File: src/rtl/leaf_stream_arbiter.sv
// Round-robin arbiter sharing one ap_vld/ap_ack leaf lane among NUM_REQ producer streams.
// Optional LEAF_ARB_STATS_EN adds word_count / grant_count statistics outputs.
module leaf_stream_arbiter #(
  parameter int NUM_REQ      = 3,
  parameter int PAYLOAD_BITS = 32,
  parameter int MAX_BURST    = 16
) (
  input  logic                            clk,
  input  logic                            reset,
  input  logic [NUM_REQ*PAYLOAD_BITS-1:0] din_req,
  input  logic [NUM_REQ-1:0]              vld_req,
  output logic [NUM_REQ-1:0]              ack_req,
  output logic [PAYLOAD_BITS-1:0]         dout,
  output logic                            vld_out,
  input  logic                            ack_in,
  output logic [$clog2(NUM_REQ)-1:0]      grant_idx,
  output logic                            busy
`ifdef LEAF_ARB_STATS_EN
  ,
  output logic [31:0]                     word_count,
  output logic [31:0]                     grant_count
`endif
);

  localparam int IDX_W = $clog2(NUM_REQ);
  localparam int CNT_W = $clog2(MAX_BURST + 1);

  typedef enum logic {IDLE, GRANT} state_t;

  state_t             state_reg, state_next;
  logic [IDX_W-1:0]   grant_idx_reg, grant_idx_next;
  logic [IDX_W-1:0]   rr_ptr_reg, rr_ptr_next;
  logic [CNT_W-1:0]   burst_cnt_reg, burst_cnt_next;
  logic [IDX_W-1:0]   pick_idx, grant_inc;
  logic [IDX_W:0]     best_off;
  logic               pick_found, sel_vld, xfer;

  logic [PAYLOAD_BITS-1:0] din_arr [NUM_REQ];
  logic [IDX_W:0]          req_off [NUM_REQ];

  // req_off is each requester's circular distance above rr_ptr; smallest valid one wins.
  generate
    for (genvar gi = 0; gi < NUM_REQ; gi++) begin : g_req
      assign din_arr[gi] = din_req[gi*PAYLOAD_BITS +: PAYLOAD_BITS];
      assign ack_req[gi] = busy && ack_in && (grant_idx_reg == IDX_W'(gi));
      assign req_off[gi] = (IDX_W'(gi) >= rr_ptr_reg)
                         ? ({1'b0, IDX_W'(gi)} - {1'b0, rr_ptr_reg})
                         : ({1'b0, IDX_W'(gi)} + (IDX_W+1)'(NUM_REQ) - {1'b0, rr_ptr_reg});
    end
  endgenerate

  assign busy      = (state_reg == GRANT);
  assign grant_idx = grant_idx_reg;
  assign dout      = din_arr[grant_idx_reg];
  assign sel_vld   = vld_req[grant_idx_reg];
  assign vld_out   = busy && sel_vld;
  assign xfer      = vld_out && ack_in;
  assign grant_inc = (grant_idx_reg == IDX_W'(NUM_REQ-1)) ? '0 : grant_idx_reg + 1'b1;

  always_comb begin
    pick_found = 1'b0;
    pick_idx   = '0;
    best_off   = (IDX_W+1)'(NUM_REQ);
    for (int i = 0; i < NUM_REQ; i++) begin
      if (vld_req[i] && (req_off[i] < best_off)) begin
        best_off   = req_off[i];
        pick_idx   = IDX_W'(i);
        pick_found = 1'b1;
      end
    end
  end

  always_comb begin
    state_next     = state_reg;
    grant_idx_next = grant_idx_reg;
    rr_ptr_next    = rr_ptr_reg;
    burst_cnt_next = burst_cnt_reg;
    case (state_reg)
      IDLE: begin
        if (pick_found) begin
          state_next     = GRANT;
          grant_idx_next = pick_idx;
          burst_cnt_next = '0;
        end
      end
      GRANT: begin
        // A drained stream and a completed burst both end the grant; backpressure never does.
        if (!sel_vld || (xfer && (burst_cnt_reg == CNT_W'(MAX_BURST-1)))) begin
          state_next  = IDLE;
          rr_ptr_next = grant_inc;
        end else if (xfer) begin
          burst_cnt_next = burst_cnt_reg + 1'b1;
        end
      end
    endcase
  end

  always_ff @(posedge clk or posedge reset) begin
    if (reset) begin
      state_reg     <= IDLE;
      grant_idx_reg <= '0;
      rr_ptr_reg    <= '0;
      burst_cnt_reg <= '0;
    end else begin
      state_reg     <= state_next;
      grant_idx_reg <= grant_idx_next;
      rr_ptr_reg    <= rr_ptr_next;
      burst_cnt_reg <= burst_cnt_next;
    end
  end

`ifdef LEAF_ARB_STATS_EN
  logic [31:0] word_count_reg, grant_count_reg;

  always_ff @(posedge clk or posedge reset) begin
    if (reset) begin
      word_count_reg  <= '0;
      grant_count_reg <= '0;
    end else begin
      if (xfer)
        word_count_reg <= word_count_reg + 32'd1;
      if ((state_reg == IDLE) && pick_found)
        grant_count_reg <= grant_count_reg + 32'd1;
    end
  end

  assign word_count  = word_count_reg;
  assign grant_count = grant_count_reg;
`endif

endmodule

File: config.mk
export PLATFORM = sky130hd
export DESIGN_NAME = leaf_stream_arbiter
export DESIGN_NICKNAME = d
export VERILOG_FILES = /design/src/rtl/leaf_stream_arbiter.sv
export SDC_FILE = /design/constraint.sdc
export NUM_CORES = 1
export LEC_CHECK = 0
export ABC_CLOCK_PERIOD_IN_PS = 3600
export BUFFER_PORTS_ARGS = -buffer_cell sky130_fd_sc_hd__buf_4
export CORE_ASPECT_RATIO = 1.25
export CORE_MARGIN = 10
export CORE_UTILIZATION = 37
export CTS_BUF_LIST = sky130_fd_sc_hd__clkbuf_16
export CTS_CLUSTER_SIZE = 25
export DETAILED_ROUTE_END_ITERATION = 8
export PLACE_DENSITY = 0.81
export SYNTH_ARGS = -nofsm -noshare
export SYNTH_HDL_FRONTEND = slang
export SYNTH_SLANG_ARGS = --single-unit
File: constraint.sdc
create_clock -name clk -period 3.6 [get_ports clk]
set_clock_uncertainty 0.15 [all_clocks]
set_input_delay 0.36 -clock clk [delete_from_list [all_inputs] [get_ports clk]]
set_output_delay 0.36 -clock clk [all_outputs]
set_load 0.03 [all_outputs]
==> flow_summary.toml, run 1 <==
[grt]
grt_use_total_pct = 17.5
grt_pass1_wl_um = 10100
grt_pass1_vias = 2020
overflow = 0
grt_max_degree = 34
grt_antenna_before_repair = 0

[worst_hold_path]
min_from = "burst_cnt_reg[4]"
hold_depth = 2
hold_path.class = "register to register"
min_to = "burst_cnt_reg[4]"

[die]
die_h_um = 90.5
die-area_mm2 = 0.00691
fp.dieW_um = 76.4
core_mm2 = 0.00382
start_util_pct = 38.5
io_pins = 141
rows = 25

[detailed_routing]
initialDrtViolationCount = 97
wl_per_cell_um = 16.8
vias = 1981
viasPerCell = 5.05
routed_wl_um = 6600
drc = 0
drtPass1Iterations = 4
drt.antenna.violating_nets = 0

[yosys]
synth_area_mm2 = 0.00147
ys_seq_elements = 10
seq_area_frac_synth_pct = 17.0
yosys_warnings = 0
yosysTopAreaCell = "mux2i_1"
yosys-top-cells-area = "mux2i_1 (25%), dfrtp_1 (17%), nand2_1 (13%), o21ai_0 (11%), ha_1 (8.5%)"
netlist.area_leader.share_pct = 24.5
syn_area_per_cell_um2 = 7.21
synth_nets = 316
synthDistinctLibCells = 34
syn_inst = 204

[status]
status = "finished clean"

[layout]
nets = 451
final_cell_count_no_fill = 392
final_cell_mix = "buf_4 (143), nand2_1 (49), mux2i_1 (36)"
final_util_pct = 69.3
largest_register_ffs = 5
final_common_cell = "buf_4"
fillers = 349
area_growth_pct = 79.8
drive_above_1_share_pct = 45.3
antenna_cells = 0

[worst_setup_path]
critical_path.top_delay_family = "simple AND/OR/NAND/NOR gates"
crit_buf_inv = 1
max_stage_delay_ns = 0.41
startpoint = "rr_ptr_reg[1]"
cpMaxStageDelayCell = "dfrtp_1"
crit_arrival_ns = 3.32
worstPathRequired_ns = 3.58
cp-end-kind = "register"
r2r_start = "rr_ptr_reg[1]"
r2r_end = "busy"
r2r_cells = 14
r2r_slack_ns = 0.26
crit_type = "register to register"
crit_fanout = 5
startpoint_type = "register"
crit_chain = "inv_1 > ha_1 > nor2b_1 > ha_1 > nor2b_1 > nand2_1 > a21oi_1 > mux2_2 > ha_1 > nand2_1 > and4b_1 > a31oi_2 > nand2_1 > o21a_1"

[timing]
rsz0062_at_grt = "false"
post-route-period-util_pct = 92.7
period_minus_slack_ns = 3.34
tns_ns = 0
slew_viol_final = 0
clock.fmax_ghz = 0.300
setup_violations = 0
hold_violations = 0

[clock_network]
clock_path_buffers = 2
cts-root-buf = "clkbuf_16"
clock-sinks = 10
cts_setup_buffers = 0
clk_pin_slew_worst_paths_ns = 0.04
h-tree-depth = 1
tritoncts = "built"
clock_latency_ns = 0.25
cts_buffers = 3

[power]
pwr-share-comb_pct = 79.0
seq_power_share_pct = 11.2
p_sw_mw = 1.17
p_int_uw = 945
p_per_area_mw_per_mm2 = 801
irDropWorstVdd_mv = 0.415
p_clk_share_pct = 9.7
power.leakage_nw = 1.33
swShare_pct = 55.4
p_total_mw = 2.12

[placed_design]
dp_hpwl_um = 5520
post-place-cells = 387
place_congestion = 0.803
portBuffers = 140

[run]
maxCapViolations = 0
-- routing by layer --
layer | global-route usage [%] | vias to the layer above | wire (µm)
met5 | 0 | - | 0
met2 | 33.0 | 100 | 3550
li1 | - | 986 | -
met1 | 17.5 | 888 | 2330
met4 | 4.81 | 0 | 96
met3 | 6.47 | 7 | 628
-- stage by stage --
step / hold WS [ns] / worst slack, ns / cell area [µm²]
after floorplan: 0.0502 / 0.635 / 1470
after global placement: 0.223 / 0.446 / 2550
after detailed placement: 0.227 / 0.342 / 2550
after CTS: 0.389 / 0.303 / 2640
after global routing: 0.414 / 0.0979 / 2640
final: 0.381 / 0.262 / 2640
-- worst reg2reg max path: stages (launching register included) --
cell and delay [ns]:
dfrtp_1 0.41, inv_1 0.13, ha_1 0.20, nor2b_1 0.08, ha_1 0.18, nor2b_1 0.24, nand2_1 0.08, a21oi_1 0.21
mux2_2 0.37, ha_1 0.28, nand2_1 0.05, and4b_1 0.20, a31oi_2 0.24, nand2_1 0.18, o21a_1 0.22
-- cell usage after synthesis --
library cell,count
a32oi_1,1
dfrtp_1,10
nor3_1,1
a21oi_1,1
o21ai_0,31
o21ai_2,1
nor2b_1,5
nand2b_1,2
inv_1,9
nand2_1,49
o21a_1,1
o21ai_1,5
mux2_2,2
nand3_1,6
nor2_1,3
conb_1,1
clkbuf_1,8
o2bb2ai_1,1
nor4bb_1,1
and2_1,1
o211ai_1,3
nand3b_1,1
ha_1,10
or4_1,1
nand4_1,1
and4b_1,1
mux2i_1,36
a41oi_1,1
a31oi_2,1
a311oi_1,1
o22ai_1,1
buf_2,6
a31o_2,1
and3_1,1
-- worst max-delay path by stage --
stage	end	slack [ns]	cells after the start
final	busy	0.26	14
after global routing	busy	0.1	14
after CTS	busy	0.30	14
after detailed placement	busy	0.34	14
after global placement	busy	0.45	14
after floorplan	busy	0.64	14
-- power groups by stage --
stage	sequential (mW)	combinational, mW	clock (mW)
2_1_floorplan	0.217	1.09	0
3_3_place_gp	0.236	1.65	0
3_5_place_dp	0.238	1.67	0
4_1_cts	0.237	1.69	0.207
5_1_grt	0.249	1.79	0.209
6_report	0.238	1.67	0.206
-- what timing repair did --
action | 4_1_cts | 5_1_grt
resized for setup | 0 | 0
hold buffers | 1 | 0
hold endpoints to repair | 10 | 0
-- final cells by class --
cell class	count	area, µm²	share of cell area [%]
clock buffers	3	75.1	2.84
clock inverters	1	3.75	0.142
inverters	9	33.8	1.28
multi-input cells	171	1130	42.7
flip-flops and latches	10	251	9.51
well taps	54	67.6	2.56
repair buffers	144	1080	41.0
-- cell families after synthesis --
logic type | after synthesis | synth area share [%]
AO/OA/AOI/OAI | 49 | 19.5
adder cells (fa/ha/maj) | 10 | 8.51
buffers and inverters | 23 | 6.38
flip-flops | 10 | 17.0
multiplexers | 38 | 26.0
other | 1 | 0.255
AND/OR/NAND/NOR | 73 | 22.3
Note: power is estimated with default switching activity, not from simulation.
==> run 2, diff against run 1 <==
Settings changed: PLACE_DENSITY 0.81 to 0.88.
==> run 2 against run 1 <==
Against the previous run: hold slack gained 0.0088 ns; flip-flop and latch count is the same; via count is 0.61% higher; global-route usage rose by 0.15 points; critical path depth unchanged; sequential share of layout area unchanged; utilization unchanged.
==> flow_summary.toml, run 2 (synthesis results as in run 1) <==
[clock_network]
clock_path_buffers = 2
cts_setup_buffers = 0
h-tree-depth = 1
cts-root-buf = "clkbuf_16"
cts_resized = 0
tritoncts = "built"
clk_pin_slew_worst_paths_ns = 0.04
cts_buffers = 3
clock_latency_ns = 0.24
clock-sinks = 10
ctsHoldBuffers = 1

[timing]
holdWs_ns = 0.390
rsz0062_at_grt = "false"
tightest_slew_ns = 0.665
period_minus_slack_ns = 3.34
setup_ws_ns = 0.264
hold_violations = 0
setup_violations = 0
post-route-period-util_pct = 92.7
slew_headroom_pct = 55.7
tns_ns = 0
clock.fmax_ghz = 0.300
slew_viol_final = 0

[placed_design]
post-place-cells = 387
place_area_mm2 = 0.00255
dpl_worst_slack_ns = 0.327
portBuffers = 140
place_congestion = 0.855
dp_hpwl_um = 5640

[grt]
grt_pass1_vias = 2088
grt_use_total_pct = 17.7
grt_antenna_before_repair = 0
grt_pass1_wl_um = 10200
overflow = 0
grt_max_degree = 34

[worst_setup_path]
r2r_start = "rr_ptr_reg[1]"
worstPathRequired_ns = 3.58
cpMaxStageDelayCell = "dfrtp_1"
crit_buf_inv = 1
crit_chain = "inv_1 > ha_1 > nor2b_1 > ha_1 > nor2b_1 > nand2_1 > a21oi_1 > mux2_2 > ha_1 > nand2_1 > and4b_1 > a31oi_2 > nand2_1 > o21a_1"
critical_path.top_delay_family = "simple AND/OR/NAND/NOR gates"
crit_type = "register to register"
r2r_slack_ns = 0.26
crit_fanout = 5
startpoint_type = "register"
crit_arrival_ns = 3.31
r2r_cells = 14
max_stage_delay_ns = 0.41
r2r_end = "busy"
cp-end-kind = "register"

[detailed_routing]
routed_wl_um = 6620
drc = 0
vias = 1993
drtPass1Iterations = 4
viasPerCell = 5.08
drt.antenna.violating_nets = 0
wl_per_cell_um = 16.9
initialDrtViolationCount = 59

[layout]
nets = 451
final_util_pct = 69.3
final_cell_count_no_fill = 392
area_growth_pct = 79.8
stdcell_area_mm2 = 0.00264
final_cell_mix = "buf_4 (143), nand2_1 (49), mux2i_1 (36)"
antenna_cells = 0
final_common_cell = "buf_4"
drive_above_1_share_pct = 45.3
largest_register_ffs = 5

[status]
status = "finished clean"

[worst_hold_path]
min_to = "burst_cnt_reg[4]"
hold_depth = 2
min_from = "burst_cnt_reg[4]"
hold_path.class = "register to register"

[power]
power.leakage_nw = 1.33
p_per_area_mw_per_mm2 = 797
p_total_mw = 2.11
irDropWorstVdd_mv = 0.371

[die]
fp.dieW_um = 76.4
core_mm2 = 0.00382
io_pins = 141
die_h_um = 90.5
die-area_mm2 = 0.00691
start_util_pct = 38.5
rows = 25

[run]
maxCapViolations = 0
-- run 2: cell counts in the layout (fill, tap and decap cells not counted) --
Identical to the previous run, type by type.
-- run 2: layout make-up --
cell class | instances | area [µm²]
fillers | 337 | 1170
multi-input cells | 171 | 1130
repair buffers | 144 | 1080
flip-flops and latches | 10 | 251
clock buffers | 3 | 75.1
well taps | 54 | 67.6
inverters | 9 | 33.8
clock inverters | 1 | 3.75
-- run 2: worst min-delay path, cell delays in order (launching register included) --
cell       delay [ns]
dfrtp_1          0.37
nand2_1          0.06
o2bb2ai_1        0.06
-- run 2: routing by layer --
layer / global-route usage (%) / routed length (µm)
met1: 17.5 / 2450
met2: 32.2 / 3430
met3: 6.97 / 572
met4: 6.83 / 171
met5: 0 / 0
-- run 2: how the worst max path moves through the flow --
stage | startpoint | endpoint | slack [ns] | depth (start not counted)
2_1_floorplan | rr_ptr_reg[1] | busy | 0.64 | 14
5_1_grt | rr_ptr_reg[1] | burst_cnt_reg[2] | 0.08 | 14
4_1_cts | rr_ptr_reg[1] | busy | 0.31 | 14
3_5_place_dp | rr_ptr_reg[1] | burst_cnt_reg[3] | 0.33 | 14
3_3_place_gp | rr_ptr_reg[1] | busy | 0.47 | 14
6_report | rr_ptr_reg[1] | busy | 0.26 | 14
-- run 2: report_power, final --
group	switching [mW]	internal (mW)	total, mW	leakage [nW]
sequential	0.112	0.150	0.262	0.129
combinational	0.996	0.648	1.64	1.17
clock	0.0546	0.146	0.200	0.0385
total	1.16	0.944	2.11	1.33
==> run 3, diff against run 2 <==
Settings changed: PLACE_DENSITY 0.88 to 0.81, RECOVER_POWER from default to 25.
==> run 3 against run 2 <==
Against the previous run: via count shrank 0.75%; routed wire length decreased by 0.65%; design area fell by 0.43%; combinational power barely moved; critical path depth stayed put; sequential power is 8.8% lower; global-route usage is 0.15 points lower; register-to-register slack got worse by 0.02 ns; final cell count unchanged; non-clock buffer count unchanged; clock power grew 2%; clock-buffer cell count did not move; critical path type unchanged.
==> flow_summary.toml, run 3 (synthesis results as in run 1) <==
[detailed_routing]
top_layer = "met4"
initialDrtViolationCount = 97
drtPass1Iterations = 4
met1_length_um = 2360
routed_wl_um = 6580
viasPerCell = 5.05
wl_met2_um = 3530
wl_per_cell_um = 16.8
drc = 0
vias = 1978
wl_met3_um = 601
drt.antenna.violating_nets = 0

[worst_setup_path]
r2r_start = "rr_ptr_reg[1]"
critPathCapture = "busy"
worstPathRequired_ns = 3.58
cpMaxStageDelayCell = "dfrtp_1"
crit_type = "register to register"
r2r_slack_ns = 0.24
crit_arrival_ns = 3.34
crit_chain = "inv_1 > ha_1 > nor2b_1 > ha_1 > nor2b_1 > nand2_1 > a21oi_1 > mux2_2 > ha_1 > nand2_1 > and4b_1 > a31oi_2 > nand2_1 > o21a_1"
startpoint_type = "register"
r2r_end = "busy"
cp-end-kind = "register"
max_stage_delay_ns = 0.41
crit_fanout = 5
r2r_cells = 14
startpoint = "rr_ptr_reg[1]"

[placed_design]
place_congestion = 0.803
post-place-cells = 387
place_area_mm2 = 0.00255
dp_hpwl_um = 5520
portBuffers = 140

[clock_network]
clock-sinks = 10
ctsHoldBuffers = 1
cts_setup_buffers = 0
cts_buffers = 3
clk_pin_slew_worst_paths_ns = 0.04
tritoncts = "built"
clock_latency_ns = 0.24
clock_path_buffers = 2
cts-root-buf = "clkbuf_16"
cts_resized = 0
h-tree-depth = 1

[layout]
antenna_cells = 0
area_growth_pct = 79.1
largest_register_ffs = 5
drive_above_1_share_pct = 44.4
final_cell_count_no_fill = 392
nets = 451
final_common_cell = "buf_4"
fillers = 352
stdcell_area_mm2 = 0.00263
final_cell_mix = "buf_4 (139), nand2_1 (49), mux2i_1 (36)"

[power]
power.leakage_nw = 1.32
p_total_mw = 2.11
p_per_area_mw_per_mm2 = 801
irDropWorstVdd_mv = 0.405

[die]
fp.dieW_um = 76.4
core_mm2 = 0.00382
start_util_pct = 38.5
io_pins = 141
die_h_um = 90.5
die-area_mm2 = 0.00691
rows = 25

[timing]
rsz0062_at_grt = "false"
tns_ns = 0
setup_violations = 0
post-route-period-util_pct = 93.2
period_minus_slack_ns = 3.36
hold_violations = 0
clock.fmax_ghz = 0.298
slew_viol_final = 0

[grt]
overflow = 0
grt_antenna_before_repair = 0
grt_max_degree = 34
grt_use_total_pct = 17.5
grt_pass1_vias = 2020
grt_pass1_wl_um = 10100

[run]
maxCapViolations = 0

[status]
status = "finished clean"

[worst_hold_path]
hold_path.class = "register to register"
[run 3: how the worst min path moves through the flow]
stage	startpoint	endpoint	slack (ns)	cells past startpoint
6_report	burst_cnt_reg[4]	burst_cnt_reg[4]	0.38	2
5_1_grt	burst_cnt_reg[4]	burst_cnt_reg[4]	0.41	2
4_1_cts	burst_cnt_reg[4]	burst_cnt_reg[4]	0.39	2
3_5_place_dp	reset	rr_ptr_reg[1]	0.23	2
3_3_place_gp	reset	rr_ptr_reg[1]	0.22	2
2_1_floorplan	reset	burst_cnt_reg[0]	0.05	1
[run 3: per-layer routing]
metal	up-vias	global-route usage, %
li1	990	-
met1	885	17.5
met2	96	33.0
met3	7	6.47
met4	0	4.81
met5	-	0
[run 3: critical path, delay by kind of cell, from the launching register on]
family,cells,cell delay [ns]
simple gates,6,0.84
fa+ha+maj,3,0.67
compound gates,3,0.67
flops,1,0.41
mux,1,0.37
buf+inv,1,0.13
[run 3: per-stage QoR]
step | util [%] | setup slack (ns) | hold slack [ns]
floorplan | - | 0.635 | 0.0502
global placement | 67.0 | 0.446 | 0.223
detailed placement | 67.0 | 0.342 | 0.227
CTS | 69.3 | 0.303 | 0.389
global route | 69.0 | 0.0979 | 0.414
finish | 69.0 | 0.243 | 0.381
[run 3: area by class of cell]
class / instances / area (µm²) / area share, %
Multi-Input combinational cell: 171 / 1130 / 42.9
Clock inverter: 1 / 3.75 / 0.143
Inverter: 9 / 33.8 / 1.28
Clock buffer: 3 / 75.1 / 2.85
Timing Repair Buffer: 144 / 1070 / 40.7
Sequential cell: 10 / 251 / 9.55
Tap cell: 54 / 67.6 / 2.57
[run 3: power by group]
part	switching, mW	total (mW)	internal [mW]	leakage (nW)
sequential	0.0877	0.239	0.151	0.129
clock	0.0593	0.205	0.146	0.0385
combinational	1.03	1.66	0.639	1.15
